--- src/rtl/sparse_match_scanner.sv ---
// Streams the ascending addresses of set bits in (in1 & in2), up to LANES per beat,
// with a running match count and a last-beat marker.
module sparse_match_scanner #(
    parameter  int SIZE  = 128,
    parameter  int LANES = 2,
    localparam int AW    = $clog2(SIZE)
) (
    input  logic                  clk_i,
    input  logic                  rst_ni,
    input  logic                  in_valid_i,
    output logic                  in_ready_o,
    input  logic [SIZE-1:0]       in1_i,
    input  logic [SIZE-1:0]       in2_i,
    output logic                  out_valid_o,
    input  logic                  out_ready_i,
    output logic [LANES*AW-1:0]   out_addr_o,
    output logic [LANES-1:0]      out_mask_o,
    output logic                  out_last_o,
    output logic [AW:0]           match_cnt_o
);
    localparam int CW = AW + 1;

    typedef enum logic {IDLE, SCAN} state_e;

    state_e          state_q, state_d;
    logic [SIZE-1:0] mask_q, mask_d;
    logic [CW-1:0]   cnt_q, cnt_d;
    logic            ready_en_q;

    logic [SIZE-1:0] rem [LANES+1];
    logic [LANES-1:0] found;
    logic [CW-1:0]   beat_cnt;
    logic            scan;
    logic            in_fire;
    logic            out_fire;

    function automatic logic [AW-1:0] lsb_index(input logic [SIZE-1:0] v);
        lsb_index = '0;
        for (int i = SIZE - 1; i >= 0; i--) begin
            if (v[i]) lsb_index = AW'(i);
        end
    endfunction

    // Each stage peels the lowest set bit off the remainder handed down by the previous lane.
    assign rem[0] = mask_q;
    generate
        for (genvar gi = 0; gi < LANES; gi++) begin : g_lane
            assign found[gi]                 = |rem[gi];
            assign out_addr_o[gi*AW +: AW]   = lsb_index(rem[gi]);
            assign rem[gi+1]                 = rem[gi] & (rem[gi] - SIZE'(1));
        end
    endgenerate

    always_comb begin
        beat_cnt = '0;
        for (int k = 0; k < LANES; k++) begin
            beat_cnt = beat_cnt + CW'(found[k]);
        end
    end

    assign scan        = (state_q == SCAN);
    assign out_valid_o = scan;
    assign out_mask_o  = found;
    assign out_last_o  = scan && (rem[LANES] == '0);
    assign match_cnt_o = scan ? (cnt_q + beat_cnt) : '0;

    // ready_en_q keeps in_ready low until the first edge after reset release.
    assign in_ready_o = ready_en_q && (!scan || (out_ready_i && out_last_o));
    assign in_fire    = in_valid_i && in_ready_o;
    assign out_fire   = scan && out_ready_i;

    always_comb begin
        state_d = state_q;
        mask_d  = mask_q;
        cnt_d   = cnt_q;
        if (in_fire) begin
            state_d = SCAN;
            mask_d  = in1_i & in2_i;
            cnt_d   = '0;
        end else if (out_fire) begin
            mask_d = rem[LANES];
            cnt_d  = match_cnt_o;
            if (out_last_o) state_d = IDLE;
        end
    end

    always_ff @(posedge clk_i or negedge rst_ni) begin
        if (!rst_ni) begin
            state_q    <= IDLE;
            mask_q     <= '0;
            cnt_q      <= '0;
            ready_en_q <= 1'b0;
        end else begin
            state_q    <= state_d;
            mask_q     <= mask_d;
            cnt_q      <= cnt_d;
            ready_en_q <= 1'b1;
        end
    end
endmodule

--- config.mk ---
export PLATFORM = sky130hd
export DESIGN_NAME = sparse_match_scanner
export DESIGN_NICKNAME = d
export VERILOG_FILES = /design/src/rtl/sparse_match_scanner.sv
export SDC_FILE = /design/constraint.sdc
export NUM_CORES = 1
export LEC_CHECK = 0
export BUFFER_PORTS_ARGS = -buffer_cell sky130_fd_sc_hd__buf_4
export CORE_MARGIN = 4
export CORE_UTILIZATION = 38
export DETAILED_ROUTE_END_ITERATION = 10
export GPL_ROUTABILITY_DRIVEN = 0
export HOLD_SLACK_MARGIN = 0.02
export SKIP_LAST_GASP = 1
export SYNTH_ARGS = -nofsm -noshare
export SYNTH_HDL_FRONTEND = slang
export SYNTH_SLANG_ARGS = --single-unit
--- constraint.sdc ---
create_clock -name clk_i -period 12.6 [get_ports clk_i]
set_clock_uncertainty 0.2 [all_clocks]
set_input_delay 0.63 -clock clk_i [delete_from_list [all_inputs] [get_ports clk_i]]
set_output_delay 0.63 -clock clk_i [all_outputs]
set_load 0.01 [all_outputs]
==> flow_summary.json <==
{
  "status": "completed",
  "holdCritStartpoint": "out_ready_i",
  "yosys.cell_types.count": 91,
  "timing.rr.end": "mask_q[54]",
  "drt_iter0_drc": 2764,
  "final_nets": 2416,
  "area_growth_pct": 20.22,
  "core_um2": 37580,
  "drive_gt1_share_pct": 21.34,
  "cp.required_ps": 11770,
  "yosys-top-cells-area": "dfrtp_1 (24%), mux2i_1 (6.2%), nand2_1 (5.8%), nor2_1 (5.8%), a31o_2 (4.4%)",
  "ys.flop_type": "dfrtp_1",
  "dpl_cell_area_um2": 16730,
  "r2r_slack_ps": 3600,
  "cts_sinks": 138,
  "whs_endpoint": "out_valid_o",
  "setup_viol": 0,
  "drc": 0,
  "synth-seq-cells": 138,
  "start_util_pct": 38.38,
  "cp-startpoint": "mask_q[4]",
  "grt_pass1_vias": 16851,
  "hpwl_um": 50060,
  "fin_crit_sh_pct": 73.59,
  "overflow": 0,
  "numCtsBuffers": 17,
  "grt_pass1_wl_um": 98690,
  "fmax_mhz": 107.8,
  "wl_um": 64370,
  "htree_levels": 4,
  "drtPass1Iterations": 9,
  "path_class": "reg -> out",
  "die-area_um2": 41140,
  "async_flop_share_pct": 100.0,
  "holdPathStages": 2,
  "final_cells": 2676,
  "fp.dieH_um": 202.8,
  "grt_max_degree": 75,
  "startpoint_type": "flop",
  "tightest_slew_ps": 1361,
  "routed_via_density": 6.632,
  "cts_buffer_depth": 2,
  "drv_slew": 0,
  "place_ws_ps": 3984,
  "synth-edff-count": 0,
  "crit_path_max_fanout": 25,
  "yosysSeqAreaShare_pct": 23.94,
  "die_x_um": 202.8,
  "drv_cap": 0,
  "reg2regPathDepth": 15,
  "fin_area_um2": 17340,
  "worst_slack_ps": 3327,
  "synth_area_um2": 14420,
  "dpl.cell_count": 2645,
  "timing_hold_violations_final": 0,
  "ant_nets": 0,
  "synth_top_area_share_pct": 23.94,
  "n_antenna_cell": 0,
  "antenna_found_initial": 0,
  "cts_resized": 0,
  "wl_per_cell_um": 24.05,
  "worstSetupEndpointType": "output port",
  "setup_tns_ps": 0,
  "grt_util_all_layers_pct": 30.13,
  "hp-class": "in -> reg",
  "ioPinCount": 287,
  "vias": 17746,
  "clockRootBuffer": "clkbuf_16",
  "synthesis.nets": 2224,
  "syn_inst": 1962,
  "yosysWarnings": 0,
  "syn_avg_cell_area_um2": 7.352,
  "min_period_ps": 9273,
  "synth_top_cell_by_area": "dfrtp_1",
  "rows": 71,
  "worstSkewPairLatency_ps": 460,
  "slew_headroom_pct": 8.111,
  "r2r_start": "mask_q[4]",
  "arrival_ps": 8440,
  "portBuffers": 286,
  "clk_pin_slew_worst_paths_ps": 60,
  "cts_tree": "yes",
  "fillers": 3872,
  "rsz0062_at_grt": "false"
}
layer usage:
layer | up-vias | global-route usage [%] | part of all wire, %
met5 | - | 0 | 0
met4 | 0 | 13.24 | 5.2
met3 | 223 | 7.635 | 11
met2 | 1211 | 45.85 | 43
met1 | 8374 | 40.56 | 40
li1 | 7938 | - | -
cells by family (layout without fill, tap and decap cells):
family | Yosys count | after routing | synth area share, %
simple gates | 914 | 914 | 32.28
flops | 138 | 138 | 23.94
other cells | 1 | 1 | 0.02600
mux | 89 | 89 | 6.176
buf+inv | 175 | 378 | 5.543
compound gates | 623 | 623 | 30.51
xor+xnor | 10 | 10 | 0.6073
fa+ha+maj | 12 | 12 | 0.9195
state kept, by name, indices dropped and copies added (netlist names):
signal / cells
out_valid_o: 1
mask_q: 128
cnt_q: 8
ready_en_q: 1
worst max path at each step:
stage / to / slack, ps
floorplan: in_ready_o / 6380
global placement: mask_q[54] / 4280
detailed placement: mask_q[10] / 3980
CTS: in_ready_o / 3600
global route: in_ready_o / 2830
finish: in_ready_o / 3330
per-stage QoR:
step | utilization, % | hold WS (ps)
floorplan | - | 134.4
global placement | 44.52 | 335.2
detailed placement | 44.52 | 356.9
CTS | 46.15 | 175.9
global route | 46.15 | 187.5
finish | 46.15 | 190.5
synth_stat cells, types with 9 or more instances:
cell type	n
a21o_1	9
nor2_1	223
nor4_2	9
a211oi_1	21
o211ai_1	14
or4_1	35
nor3_1	81
a31oi_1	33
nor4_1	63
nand2_1	224
nand3_1	68
o41ai_1	33
dfrtp_1	138
o311a_1	9
or3_1	29
a2111oi_0	15
a21boi_0	13
and3_1	33
nor2b_1	14
nand2b_1	14
clkbuf_1	92
or2_2	25
buf_2	22
o21bai_1	12
a21oi_1	119
mux2i_1	89
o21a_1	13
maj3_1	10
o31a_1	18
o21ai_0	107
nand4_1	37
o31ai_1	47
inv_1	43
and2_1	19
a31o_2	73
cell type report:
cell class | count | area (µm²) | share of cell area (%)
multi-input cells | 1649 | 10190 | 58.77
flip-flops and latches | 138 | 3453 | 19.91
repair buffers | 305 | 2296 | 13.24
well taps | 511 | 639.4 | 3.687
clock buffers | 19 | 452.9 | 2.612
inverters | 43 | 161.4 | 0.9308
clock inverters | 11 | 146.4 | 0.8442
critical path, stage by stage, from the launching register on:
cell	delay, ps
dfrtp_1	600
nor4_2	660
and4_1	720
nand2_2	550
o41ai_1	1050
nand4bb_1	340
nor4_1	860
and3_1	650
a31oi_1	290
or4_1	550
nor3_1	310
nand3_1	160
or4_4	550
nor2_1	350
a31o_2	210
buf_4	110
cell usage in the layout (no fill, tap or decap), types with 9 or more instances in the layout:
cell       count
nor4_2         9
o31a_1        18
a31oi_1       33
nor4_1        63
o21bai_1      12
a21boi_0      13
nor3_1        81
buf_4        303
a21oi_1      119
clkbuf_16     17
o311a_1        9
nand3_1       68
o21a_1        13
mux2i_1       89
nand2_1      223
o21ai_0      107
nor2b_1       14
or2_2         25
nor2_1       222
or3_1         29
a211oi_1      21
o31ai_1       47
nand4_1       37
a31o_2        73
or4_1         35
dfrtp_1      138
and2_1        18
maj3_1        10
a2111oi_0     15
nand2b_1      14
o41ai_1       33
o211ai_1      14
a21o_1         9
and3_1        33
inv_1         43
repair_timing:
item                       in CTS  in global routing
setup endpoints to repair       0                  0
hold endpoints to repair        9                  0
hold buffers                    1                  0
setup buffers                   0                  0
Power is not shown: default switching activity piles up to over one toggle a cycle in this logic, so the estimate is an artifact.
